**src/rtl/button_conditioner.sv**
```systemverilog
// Pushbutton front end: per-button two-flop synchroniser, press/release debounce FSM,
// and one prioritised single-cycle command pulse per accepted press.
module button_conditioner #(
  parameter int DEBOUNCE_CYCLES = 16,
  parameter int CNT_W           = 20
) (
  input  logic       clk,
  input  logic       reset,
  input  logic       btn_start,
  input  logic       btn_prog,
  input  logic       btn_reg,
  output logic       start,
  output logic       progressive,
  output logic       regressive,
  output logic [2:0] btn_level
);

  typedef enum logic [1:0] {
    IDLE,
    PRESS_WAIT,
    PRESSED,
    RELEASE_WAIT
  } state_t;

  localparam logic [CNT_W-1:0] CNT_LAST = CNT_W'(DEBOUNCE_CYCLES - 1);

  logic [2:0] raw;
  logic [2:0] sync1;
  logic [2:0] sync2;
  logic [2:0] press_evt;
  logic [2:0] level_nxt;

  // Channel index order matches btn_level: 0 = start, 1 = progressive, 2 = regressive.
  assign raw = {btn_reg, btn_prog, btn_start};

  // NOTE: sequential state uses non-blocking assignments so every flop samples
  // the pre-edge value of its source; blocking here would collapse the two
  // synchroniser stages into one.
  always_ff @(posedge clk or negedge reset) begin
    if (!reset) begin
      sync1 <= '0;
      sync2 <= '0;
    end else begin
      sync1 <= raw;
      sync2 <= sync1;
    end
  end

  for (genvar g = 0; g < 3; g++) begin : g_chan
    state_t           state;
    state_t           state_nxt;
    logic [CNT_W-1:0] cnt;
    logic [CNT_W-1:0] cnt_nxt;
    logic             evt;

    // NOTE: the reset branch clears every flop asynchronously, so a reset
    // mid-pulse or mid-debounce always lands the channel back in IDLE.
    always_ff @(posedge clk or negedge reset) begin
      if (!reset) begin
        state <= IDLE;
        cnt   <= '0;
      end else begin
        state <= state_nxt;
        cnt   <= cnt_nxt;
      end
    end

    // NOTE: every output of this block is defaulted before the case so no
    // path leaves a signal unassigned, which would otherwise infer a latch.
    always_comb begin
      state_nxt = state;
      cnt_nxt   = cnt;
      evt       = 1'b0;
      case (state)
        IDLE: begin
          if (sync2[g]) begin
            state_nxt = PRESS_WAIT;
            cnt_nxt   = '0;
          end
        end
        PRESS_WAIT: begin
          if (!sync2[g]) begin
            state_nxt = IDLE;
          end else if (cnt == CNT_LAST) begin
            state_nxt = PRESSED;
            evt       = 1'b1;
          end else begin
            cnt_nxt = cnt + 1'b1;
          end
        end
        PRESSED: begin
          if (!sync2[g]) begin
            state_nxt = RELEASE_WAIT;
            cnt_nxt   = '0;
          end
        end
        RELEASE_WAIT: begin
          // Counter stops at CNT_LAST; it never wraps back to zero while waiting.
          if (sync2[g]) begin
            state_nxt = PRESSED;
          end else if (cnt == CNT_LAST) begin
            state_nxt = IDLE;
          end else begin
            cnt_nxt = cnt + 1'b1;
          end
        end
        default: begin
          state_nxt = IDLE;
          cnt_nxt   = '0;
        end
      endcase
    end

    assign press_evt[g] = evt;
    assign level_nxt[g] = (state_nxt == PRESSED) || (state_nxt == RELEASE_WAIT);
  end

  // Same-edge presses: start wins over progressive over regressive; losers are dropped.
  always_ff @(posedge clk or negedge reset) begin
    if (!reset) begin
      start       <= 1'b0;
      progressive <= 1'b0;
      regressive  <= 1'b0;
      btn_level   <= '0;
    end else begin
      start       <= press_evt[0];
      progressive <= press_evt[1] & ~press_evt[0];
      regressive  <= press_evt[2] & ~press_evt[1] & ~press_evt[0];
      btn_level   <= level_nxt;
    end
  end

endmodule
```
**config.mk**
```make
export PLATFORM = sky130hd
export DESIGN_NAME = button_conditioner
export DESIGN_NICKNAME = d
export VERILOG_FILES = /design/src/rtl/button_conditioner.sv
export SDC_FILE = /design/constraint.sdc
export NUM_CORES = 1
export LEC_CHECK = 0
export CORE_UTILIZATION = 61
export DETAILED_ROUTE_END_ITERATION = 8
export PLACE_DENSITY = 0.84
export SYNTH_ARGS = -nofsm -noshare
export SYNTH_HDL_FRONTEND = slang
export SYNTH_SLANG_ARGS = --single-unit
```
**constraint.sdc**
```tcl
create_clock -name clk -period 4.14 [get_ports clk]
set_input_delay 0.621 -clock clk [delete_from_list [all_inputs] [get_ports clk]]
set_output_delay 0.621 -clock clk [all_outputs]
set_load 0.02 [all_outputs]
```
## Yosys cells after proc, flatten, opt, wreduce, memory -nomap -nowiden

Index checks and enable logic that the tools add are counted.

- Reductions and logical operators: 9
- Bitwise logic cells: 5
- Equality and inequality tests: 30
- Muxes and demuxes: 48
- $add $sub $neg: 3

Operators by type and width:

| operator | count |
|---|---|
| $mux 20 | 15 |
| $pmux 20 s4 | 3 |
| $add 20x1->20 const B | 3 |
| $eq 20x4->1 const B | 3 |
| $mux 2 | 18 |
| $eq 2x2->1 const B | 12 |
| $ne 2x2->1 const B | 12 |
| $pmux 2 s4 | 3 |
| $reduce_and 4->1 | 3 |
| $mux 1 | 9 |
| $eq 2x1->1 const B | 3 |
| $logic_not 2->1 | 3 |
| $and 1x1->1 | 3 |
| $logic_or 1x1->1 | 3 |
| $not 1->1 | 2 |

- Output and inout port bits: 6
- Bits of input ports: 5
- Word-level logic and storage cells: 107
- Register bits after elaboration: 78

## Longest topological paths before layout

- Depth in word-level cells: 7
- Depth in mapped cells: 8
- Mapped depth without buffers: 6

## Least setup slack after synthesis

No wires, ideal clock.

- Kind: register to register
- From: reg g_chan[2].cnt[0]
- To: reg g_chan[2].cnt[0]
- Period minus slack after synthesis: 2.004 ns
- Data required time: 4.015 ns
- Path buffers: 1
- Arrival: 1.880 ns
- Stages on the path, launching flop included: 8
- Setup time: 0.125 ns
- Slack: 2.136 ns
- Cells stage by stage: dfrtp_1 > ha_1 > nand3_1 > or2_2 > or2_2 > clkbuf_1 > nand2_1 > mux2_2

- Word-level cells in the longest chain between the ends: 4
- Elaborated cells between the ends (all ways): 6
- Classes of those cells: add/sub (1); eq/ne (1); mux (4)

RTL lines:

| item | line | RTL |
|---|---|---|
| start, declared | 52 | `logic [CNT_W-1:0] cnt;` |
| start signal, assigned | 64 | `cnt <= cnt_nxt;` |
| $add 20x1->20 or $eq 20x4->1 (tied branches) | -- |  |
| $mux 20 (*) | 84, 101 |  |
| $mux 20 (on tied branches) | 99, 82 |  |
| $pmux 20 s4 (*) | 74 | `case (state)` |

Mark *: on every way between the ends. The rest lies on a longest branch, timed or not. The select of a mux whose other input is x is not followed.
A chain may end at the register's enable or synchronous reset.

## Final worst setup path

- From: reg g_chan[0].state[0]
- To: reg g_chan[0].cnt[6]

- Word-level cells in the longest chain between the ends: 3
- Elaborated cells between the ends (all ways): 10
- Classes of those cells: eq/ne (7); mux (1); reduce/logical (2)

RTL lines:

| item | line | RTL |
|---|---|---|
| start, declared | 50 | `state_t state;` |
| start signal, assigned | 63 | `state <= state_nxt;` |
| $eq 2x2->1 (tied with other cells) | 74 |  |
| $ne 2x2->1 (no line) | -- |  |
| $reduce_and 4->1 (no line) | -- |  |
| end signal, assigned | 64 |  |
| end, declared | 52 |  |

Several ways; a longest one is shown, not always the timed one.

==> metrics.csv <==
metric,value,unit
Area contributors post-synth,"dfrtp_1 (48%), nand3_1 (5.0%), nand2_1 (4.3%), nor2_1 (4.3%), xor2_1 (3.8%)",
critical path type,flop to flop,
Iter 0 DRT Violations,281,
CP startpoint,g_chan[0].state[0]$_DFF_PN0_,
cell with the most instances after synthesis,dfrtp_1,
initial core utilization,64.7,%
final hold violation count,0,
initial antenna violation count,0,
DRT Pass-1 Iters,4,
DPL Wire Length,4970,um
# nets final,426,
global-route wire length before repair,13000,um
die width,82.2,um
Synth top cells by count,"dfrtp_1 (76), nand2_1 (45), nor2_1 (45), nand3_1 (39), xor2_1 (17)",
DRC,0,
pin count of the biggest net entering global routing,77,
HP Class,flop to flop,
Post-CTS Hold Buffers,0,
Die ar.,6760,um^2
Die Y,82.2,um
Syn Area/Cell,9.54,um^2
final setup TNS,0,ns
Clock Power Share,42.8,%
Pwr Total,1.59,mW
CTS resizes,0,
Hold Startpoint,sync1[1]$_DFF_PN0_,
TritonCTS clock tree,yes,
num rows,28,
WL final,7770,um
syn nets,419,
worst-skew pair later-pin latency,0.35,ns
setup bufs post-CTS,0,
Synth top area share,48.5,%
# setup viols final,0,
design area,4270,um^2
dominant cell type by area after synthesis,dfrtp_1,
"Reg clk slew, reported paths",0.08,ns
layout cells sized above 1,10.9,%
dpl cell area,4040,um^2
Final Max Tran Viols,0,
part of the power in registers,50.8,%
internal power,1.21,mW
Clock H-tree levels,3,
Critical R2R Launch,g_chan[0].state[0]$_DFF_PN0_,
Worst Max-Slew Pin Slew,0.936,ns
Ys Warns,0,
CP required,4.42,ns
Slew HR,37.4,%
Via-to-Cell Ratio,6.24,
crit-path max FO,24,
clock skew,0.00906,ns
leakage,1.91,nW
Wirelength per Cell,15.6,um
CTS Buffer Depth,2,
fill count,443,
Final min period,2.46,ns
synth-to-layout area growth,8.96,%
Root Buffer,clkbuf_8,
via count,3109,
Routed Antenna Nets,0,
port bufs,10,
Power Density,371,nW/um^2
Mapped Area,3920,um^2
RSZ-0062 raised after global routing,no,
core area,6060,um^2
f_max,407,MHz
number of global-route vias before repair,2767,
Post-synth EDFFs,0,
Mapped Cells,411,
grt total ovfl,0,
"Seq/Total Area, Yosys",48.5,%
Ports,11,
ys flop type,dfrtp_1,
clock tree sinks,76,
share of synthesized registers carrying an async set or reset,100,%
Max Cap Viol,0,
Max VDD drop,0.338,mV
P_sw,376,uW
sw frac,23.7,%
Total GRT Usage,25.6,%
n_diodes,0,
Critical Path AT,2.74,ns
library cells used by synthesis,50,
Worst Setup Start Kind,flop,
#FFs+latches synth,76,
Tcrit/Tclk final,59.4,%
number of CTS-inserted buffers,9,
status,completed,
GP Congestion,0.908,
hold_ws,0.354,ns
kind of end point of the critical path,flop,
Comb pwr share,6.4,%
==> per-stage QoR <==
| stage | cells | setup WS [ns] | util [%] |
|---|---|---|---|
| 2_1_floorplan | 411 | 2.14 | - |
| 3_3_place_gp | 482 | 1.82 | 66.6 |
| 3_5_place_dp | 482 | 1.69 | 66.6 |
| 4_1_cts | 498 | 1.68 | 70.5 |
| 5_1_grt | 498 | 1.55 | 70.5 |
| 6_report | 498 | 1.68 | 70.5 |
==> layout make-up <==
class                           count  area, um^2  area share [%]
Clock inverter                      6         111            2.61
Tap cell                           75        93.8            2.20
Inverter                           12        47.5            1.11
Sequential cell                    76        1900            44.5
Timing Repair Buffer               13         120            2.81
Clock buffer                       10         128            2.99
Multi-Input combinational cell    306        1870            43.8
==> kinds of logic after synthesis <==
logic type               Yosys count  share of synthesized area [%]
buffers and inverters             29                           3.80
multiplexers                      13                           3.57
AND/OR/NAND/NOR                  211                           27.9
XOR/XNOR                          24                           5.36
adder cells (fa/ha/maj)            3                          0.957
flip-flops                        76                           48.5
AO/OA/AOI/OAI                     55                           9.89
==> worst paths after layout <==
kind / end / cells after the start / slack [ns]
min in group asynchronous: g_chan[1].cnt[2]$_DFFE_PN0P_ / 1 / 0.38
max in group asynchronous: g_chan[0].cnt[2]$_DFFE_PN0P_ / 1 / 3.13
setup / recovery: g_chan[0].cnt[6]$_DFFE_PN0P_ / 5 / 1.68
setup reg to reg: g_chan[0].cnt[6]$_DFFE_PN0P_ / 5 / 1.68
hold / removal: sync2[1]$_DFF_PN0_ / 0 / 0.35
hold reg to reg: sync2[1]$_DFF_PN0_ / 0 / 0.35
==> state kept, by name, summed over array words and instances, names as in the netlist <==
register	cells
g_chan.state	5
start	1
progressive	1
regressive	1
g_chan.cnt	60
sync1	3
btn_level	2
sync2	3
==> critical path, cell delays in order, from the launching register on <==
cell	delay, ns
dfrtp_1	0.58
inv_1	0.55
nor2_1	0.16
a41o_2	0.48
or4_1	0.53
nand3_1	0.09
==> layout by cell type (no fill, tap or decap), types with 3 or more instances in the layout <==
master	instances
o41ai_1	5
o22ai_1	3
nor3_1	8
nand3_2	3
a21oi_1	10
clkbuf_8	9
dfrtp_1	76
nand2_1	45
nor2_1	45
nor4_2	3
or2_2	3
nor4_1	13
o21ai_0	9
and2_1	5
nand4_1	16
or4_1	8
inv_1	11
a22o_1	7
nand3_1	39
clkdlybuf4s50_1	9
ha_1	3
xor2_1	17
a31oi_1	5
and3_1	9
bufinv_16	3
xnor2_1	7
o21ai_2	5
mux2i_1	5
nand2b_1	3
mux2_2	8
buf_4	4
==> power by group through the flow <==
stage / combinational, mW / clock, mW / sequential (mW)
5_1_grt: 0.117 / 0.722 / 0.810
3_3_place_gp: 0.0980 / 0 / 0.817
6_report: 0.102 / 0.678 / 0.806
2_1_floorplan: 0.0780 / 0 / 0.806
4_1_cts: 0.104 / 0.692 / 0.805
3_5_place_dp: 0.103 / 0 / 0.819
==> layer usage <==
layer / global-route usage (%) / wire, um / vias up / share of wire (%)
met2: 40.2 / 3710 / 80 / 48
met4: 10.0 / 85 / 0 / 1.1
li1: - / - / 1507 / -
met3: 4.62 / 302 / 5 / 3.9
met1: 35.3 / 3670 / 1517 / 47
met5: 0 / 0 / - / 0
Power figures use the tool's default switching activity.
